==> src/rtl/mc_lc_ctrl_if.sv <==
// Handshake bundle between the mc_lc sequencing controller, the mc_lc datapath
// and the downstream transform stage.
interface mc_lc_ctrl_if #(
   parameter int BLKS_X = 4,
   parameter int BLKS_Y = 4
);
   localparam int NBLK = BLKS_X * BLKS_Y;
   localparam int XW   = $clog2(BLKS_X);
   localparam int YW   = $clog2(BLKS_Y);
   localparam int IW   = $clog2(NBLK);

   logic [XW-1:0] blk_x;
   logic [YW-1:0] blk_y;
   logic          dp_src_valid;
   logic          dp_src_ready;
   logic          dp_dst_valid;
   logic          dp_dst_ready;
   logic          out_valid;
   logic          out_ready;
   logic [IW-1:0] out_blk_idx;

   modport master (
      output blk_x, blk_y, dp_src_valid, dp_dst_ready, out_valid, out_blk_idx,
      input  dp_src_ready, dp_dst_valid, out_ready
   );

   modport slave (
      input  blk_x, blk_y, dp_src_valid, dp_dst_ready, out_valid, out_blk_idx,
      output dp_src_ready, dp_dst_valid, out_ready
   );
endinterface

==> src/rtl/mc_lc_ctrl.sv <==
// Walks one macroblock's sub-blocks through mc_lc in raster order, limiting the
// number in flight and forwarding residual beats downstream with backpressure.
//
//   state   | meaning
//   --------+----------------------------------------------------------
//   ST_IDLE | waiting for mb_start, counters cleared
//   ST_RUN  | issuing sub-blocks and forwarding their residuals
//   ST_DONE | single-cycle mb_done pulse, counters clear on exit
module mc_lc_ctrl #(
   parameter int MB_SIZE      = 4,
   parameter int BLKS_X       = 4,
   parameter int BLKS_Y       = 4,
   parameter int MAX_INFLIGHT = 2
) (
   input  logic         clk,
   input  logic         reset,
   input  logic         mb_start,
   output logic         mb_busy,
   output logic         mb_done,
   output logic         err,
   mc_lc_ctrl_if.master bus
);
   localparam int NBLK = BLKS_X * BLKS_Y;
   localparam int XW   = $clog2(BLKS_X);
   localparam int YW   = $clog2(BLKS_Y);
   localparam int IW   = $clog2(NBLK);
   localparam int CW   = IW + 1;

   localparam logic [CW-1:0] CNT_FULL  = CW'(NBLK);
   localparam logic [CW-1:0] CNT_LAST  = CW'(NBLK - 1);
   localparam logic [CW-1:0] CNT_LIMIT = CW'(MAX_INFLIGHT);
   localparam logic [CW-1:0] CNT_ONE   = CW'(1);

   if (MB_SIZE < 1 || MAX_INFLIGHT < 1 || MAX_INFLIGHT > NBLK || YW < 1) begin : g_bad_param
      $error("mc_lc_ctrl: parameter out of range");
   end

   typedef enum logic [1:0] {
      ST_IDLE = 2'd0,
      ST_RUN  = 2'd1,
      ST_DONE = 2'd2
   } state_t;

   state_t        state_q, state_d;
   logic [CW-1:0] iss_q, iss_d;
   logic [CW-1:0] ret_q, ret_d;
   logic [CW-1:0] inflight;
   logic          err_q, err_d;
   logic          spurious;
   logic          issue, retire;

   logic          src_valid;
   logic          dst_ready;
   logic          fwd_valid;
   logic [IW-1:0] fwd_idx;
   logic [XW-1:0] cur_x;
   logic [YW-1:0] cur_y;

   assign inflight = iss_q - ret_q;

   always_ff @(posedge clk) begin
      if (reset) begin
         state_q <= ST_IDLE;
         iss_q   <= '0;
         ret_q   <= '0;
         err_q   <= 1'b0;
      end else begin
         state_q <= state_d;
         iss_q   <= iss_d;
         ret_q   <= ret_d;
         err_q   <= err_d;
      end
   end

   always_comb begin
      state_d   = state_q;
      iss_d     = iss_q;
      ret_d     = ret_q;
      err_d     = err_q;
      mb_busy   = 1'b0;
      mb_done   = 1'b0;
      src_valid = 1'b0;
      dst_ready = 1'b0;
      fwd_valid = 1'b0;
      fwd_idx   = '0;
      cur_x     = '0;
      cur_y     = '0;
      issue     = 1'b0;
      retire    = 1'b0;

      // A return with nothing outstanding is a datapath protocol violation.
      spurious = bus.dp_dst_valid && (inflight == '0);
      if (spurious) err_d = 1'b1;

      unique case (state_q)
         ST_IDLE: begin
            if (mb_start) state_d = ST_RUN;
         end
         ST_RUN: begin
            mb_busy   = 1'b1;
            src_valid = (iss_q < CNT_FULL) && (inflight < CNT_LIMIT);
            cur_x     = iss_q[XW-1:0];
            cur_y     = iss_q[IW-1:XW];
            dst_ready = bus.out_ready;
            fwd_valid = bus.dp_dst_valid && !spurious;
            fwd_idx   = ret_q[IW-1:0];
            issue     = src_valid && bus.dp_src_ready;
            retire    = fwd_valid && bus.out_ready;
            if (issue)  iss_d = iss_q + CNT_ONE;
            if (retire) ret_d = ret_q + CNT_ONE;
            if (retire && (ret_q == CNT_LAST)) state_d = ST_DONE;
         end
         ST_DONE: begin
            mb_busy = 1'b1;
            mb_done = 1'b1;
            state_d = ST_IDLE;
            iss_d   = '0;
            ret_d   = '0;
         end
         default: begin
            state_d = ST_IDLE;
            iss_d   = '0;
            ret_d   = '0;
         end
      endcase
   end

   assign err              = err_q;
   assign bus.dp_src_valid = src_valid;
   assign bus.dp_dst_ready = dst_ready;
   assign bus.out_valid    = fwd_valid;
   assign bus.out_blk_idx  = fwd_idx;
   assign bus.blk_x        = cur_x;
   assign bus.blk_y        = cur_y;
endmodule

==> src/flat_wrapper.sv <==
// flat-port wrapper written by rule: the top's interface ports become plain ports
module mc_lc_ctrl_flat 
#(
   parameter int MB_SIZE      = 4,
   parameter int BLKS_X       = 4,
   parameter int BLKS_Y       = 4,
   parameter int MAX_INFLIGHT = 2
)
  (clk, reset, mb_start, mb_busy, mb_done, err, bus_blk_x, bus_blk_y, bus_dp_src_valid, bus_dp_dst_ready, bus_out_valid, bus_out_blk_idx, bus_dp_src_ready, bus_dp_dst_valid, bus_out_ready);
  mc_lc_ctrl_if #(.BLKS_X(BLKS_X), .BLKS_Y(BLKS_Y)) bus_i ();
  input  logic clk;
  input  logic reset;
  input  logic mb_start;
  output logic mb_busy;
  output logic mb_done;
  output logic err;
  output wire logic [$bits(bus_i.blk_x)-1:0] bus_blk_x;
  output wire logic [$bits(bus_i.blk_y)-1:0] bus_blk_y;
  output wire logic [$bits(bus_i.dp_src_valid)-1:0] bus_dp_src_valid;
  output wire logic [$bits(bus_i.dp_dst_ready)-1:0] bus_dp_dst_ready;
  output wire logic [$bits(bus_i.out_valid)-1:0] bus_out_valid;
  output wire logic [$bits(bus_i.out_blk_idx)-1:0] bus_out_blk_idx;
  input wire logic [$bits(bus_i.dp_src_ready)-1:0] bus_dp_src_ready;
  input wire logic [$bits(bus_i.dp_dst_valid)-1:0] bus_dp_dst_valid;
  input wire logic [$bits(bus_i.out_ready)-1:0] bus_out_ready;
  assign bus_blk_x = bus_i.blk_x;
  assign bus_blk_y = bus_i.blk_y;
  assign bus_dp_src_valid = bus_i.dp_src_valid;
  assign bus_dp_dst_ready = bus_i.dp_dst_ready;
  assign bus_out_valid = bus_i.out_valid;
  assign bus_out_blk_idx = bus_i.out_blk_idx;
  assign bus_i.dp_src_ready = bus_dp_src_ready;
  assign bus_i.dp_dst_valid = bus_dp_dst_valid;
  assign bus_i.out_ready = bus_out_ready;
  mc_lc_ctrl #(.MB_SIZE(MB_SIZE), .BLKS_X(BLKS_X), .BLKS_Y(BLKS_Y), .MAX_INFLIGHT(MAX_INFLIGHT)) u_core (.clk(clk), .reset(reset), .mb_start(mb_start), .mb_busy(mb_busy), .mb_done(mb_done), .err(err), .bus(bus_i));
endmodule
==> config.mk <==
export PLATFORM = sky130hd
export DESIGN_NAME = mc_lc_ctrl_flat
export DESIGN_NICKNAME = d
export VERILOG_FILES = /design/src/rtl/mc_lc_ctrl_if.sv /design/src/rtl/mc_lc_ctrl.sv /design/src/flat_wrapper.sv
export SDC_FILE = /design/constraint.sdc
export NUM_CORES = 1
export LEC_CHECK = 0
export ABC_AREA = 1
export BUFFER_PORTS_ARGS = -buffer_cell sky130_fd_sc_hd__buf_2
export CORE_UTILIZATION = 55
export DETAILED_ROUTE_END_ITERATION = 6
export PLACE_DENSITY = 0.79
export RECOVER_POWER = 50
export SLEW_MARGIN = 20
export SYNTH_ARGS = -nofsm -noshare
export SYNTH_HDL_FRONTEND = slang
export SYNTH_SLANG_ARGS = --single-unit
export TNS_END_PERCENT = 30
==> constraint.sdc <==
create_clock -name clk -period 3.75 [get_ports clk]
set_input_delay 0.375 -clock clk [delete_from_list [all_inputs] [get_ports clk]]
set_output_delay 0.375 -clock clk [all_outputs]
set_load 0.02 [all_outputs]
==> metrics.csv <==
metric;value;unit
max cap viols;0;
final WL;2.43;mm
origin of the critical flop-to-flop path;u_core.iss_q[0];
CTS tree;built;
total CTS buffers;3;
vias in the first global route;860;
1st-iter DRT viols;34;
WP data required;3380;ps
Setup crit end;bus_dp_src_valid;
Slew @ Worst Pin;733;ps
Ys Warns;0;
CTS root buf;clkbuf_4;
Most common cell on crit path;nand2_1;
Synth async-reset ratio;0;%
Worst setup SP type;flop;
worst skew pair latency;280;ps
GP Congestion;0.846;
Largest delay share family, worst path;simple AND/OR/NAND/NOR gates;
Final Cycle Share;74.6;%
CORE AREA;0.00178;mm2
slowest CP cell;dfxtp_1;
Hold Crit Class;primary input to flop;
dpl cell area;0.00119;mm2
Starting Density;60.5;%
P per Cell Area;623;mW/mm2
Crit path depth;12;
Synth Flop Type;dfxtp_1;
Leak;0.602;nW
Crit Path Category;flop to output pin;
max-slew violation count;0;
dominant cells by area after synthesis;dfxtp_1 24%, nand2_1 14%, ha_1 13%;
worst stage delay on the critical path;410;ps
CTS Sinks;13;
pin count of the biggest net entering global routing;17;
f_max;357;MHz
CTS Buffer Depth;2;
post-CTS resize count;0;
Nets;195;
Bufs and invs on worst path;3;
drt pass-1 iters;4;
PortBufs;19;
Worst Reg-to-Reg Cells;13;
sequential element share of the synthesized area;24.1;%
Post-DRT Antenna Nets;0;
Remaining Overflow, GRT;0;
Slew headroom;51.1;%
Fin Setup TNS;0;ps
Avg Inst Size Synth;6.91;um2
initial antenna violation count;0;
clock slew at reported path FFs;90;ps
#FFs+latches synth;13;
Tmin final;2800;ps
antenna cells;0;
Setup crit start;u_core.iss_q[0];
Final Skew;1.39;ps
first-pass GRT wire length;3.68;mm
FF-to-FF setup slack;1390;ps
Worst R2R End;u_core.iss_q[0];
post-synth net total;174;
hold buffer count at CTS;0;
endpoints failing setup;0;
Vias;1045;
Layout area overhead;10.9;%
synthesized area;0.00108;mm2
peak supply drop;590;uV
# IOs;20;
final hold viol count;0;
DRC errors left;0;
post-synth cell types;27;
Vert. Die Dim;46.3;um
dpl hpwl;1.75;mm
crit path max fanout;5;
cell area after layout;0.00120;mm2
Routed WL per cell;12.1;um
Mapped Cells;156;
commonest non-fill, non-tap cell in the layout;nand2_1;
CP endpoint kind;output pin;
WP data arrival;2420;ps
crit-path cells;inv_1, ha_1, fa_1, inv_1, nand2_1, nand2_1, nand3_1, nand2_2, and2_0, nand2_1, nor2_1, buf_2;
post-synth top area share;24.1;%
outcome;completed;
commonest non-fill, non-tap cells in the layout;39 x nand2_1, 25 x inv_1, 14 x nor2_1;
Die Wd;46.3;um
Tot GR Track Use;24.9;%
vias per cell;5.20;
Post-CTS Setup Inserts;0;
share of layout cells above drive strength 1;16.5;%
H-tree depth;1;
area leader, netlist;dfxtp_1;
die footprint;0.00214;mm2
RSZ-0062 raised after global routing;no;
number of enable flip-flop cells after synthesis;0;
Rows;15;
==> how the worst min path moves through the flow <==
stage / depth (start not counted) / startpoint / slack, ps / endpoint
6_report: 3 / bus_dp_dst_valid / 390 / u_core.err
5_1_grt: 3 / bus_dp_dst_valid / 400 / u_core.err
4_1_cts: 3 / bus_dp_dst_valid / 390 / u_core.err
3_5_place_dp: 2 / u_core.err / 480 / u_core.err
3_3_place_gp: 2 / u_core.state_q[0] / 470 / u_core.state_q[0]
2_1_floorplan: 2 / u_core.state_q[0] / 460 / u_core.state_q[0]
==> stage by stage <==
| step | total power, W | hold WS, ps | util, % | setup WS [ps] | cells |
|---|---|---|---|---|---|
| after floorplan | 0.000573 | 456 | - | 1550 | 156 |
| after global placement | 0.000646 | 472 | 66.5 | 1560 | 197 |
| after detailed placement | 0.000660 | 482 | 66.5 | 1460 | 197 |
| after CTS | 0.000758 | 388 | 68.1 | 1090 | 201 |
| after global routing | 0.000810 | 402 | 67.1 | 794 | 201 |
| final | 0.000745 | 391 | 67.1 | 951 | 201 |
==> worst register-to-register path, cell delays in order (launching register included) <==
cell     delay, ps
dfxtp_1        410
inv_1           90
ha_1           210
fa_1           410
inv_1           70
nand2_1         70
nand2_1        100
nand3_1         90
nand2_2         90
and2_0         260
nand3_4        150
nand2_4        120
nand3_2         70
a21oi_2        150
==> final cells by class <==
cell class	instances	area [um2]
Multi-Input combinational cell	113	696
Sequential cell	13	260
Clock buffer	3	22.5
Inverter	27	101
Fill cell	173	587
Tap cell	25	31.3
Timing Repair Buffer	19	80.1
Clock inverter	1	5.00
==> registers in the layout, summed over array words and instances, names as in the netlist <==
signal	cells
u_core.state_q	2
u_core.err	1
u_core.iss_q	5
u_core.ret_q	5
==> Yosys cell counts, types with 2 or more instances <==
master    instances
nand3b_1          2
or2_2             2
a21oi_1           6
dfxtp_1          13
nand2_4           2
xor2_1            3
nand2_1          39
nand2_2           2
inv_1            25
a21oi_2           5
nor2_1           14
buf_4             2
nand3_1          13
ha_1             11
nand3_2           5
==> kinds of logic after synthesis <==
logic type	after synthesis	synth area share, %
adder cells (fa/ha/maj)	12	14.6
AND/OR/NAND/NOR	84	39.2
buffers and inverters	30	11.1
AO/OA/AOI/OAI	14	8.47
flip-flops	13	24.1
XOR/XNOR	3	2.44
==> where the power goes <==
part	total [W]	leakage [nW]	switching (W)	internal (W)
Clock	0.0000929	0.0177	0.0000533	0.0000396
Sequential	0.000190	0.106	0.0000250	0.000165
Combinational	0.000462	0.478	0.000318	0.000144
==> metal layers <==
layer	track usage (%)	wire length [um]
met3	7.45	153
met2	41.7	1180
met1	30.0	1070
met5	0	0
met4	8.24	19
Power figures use the tool's default switching activity.
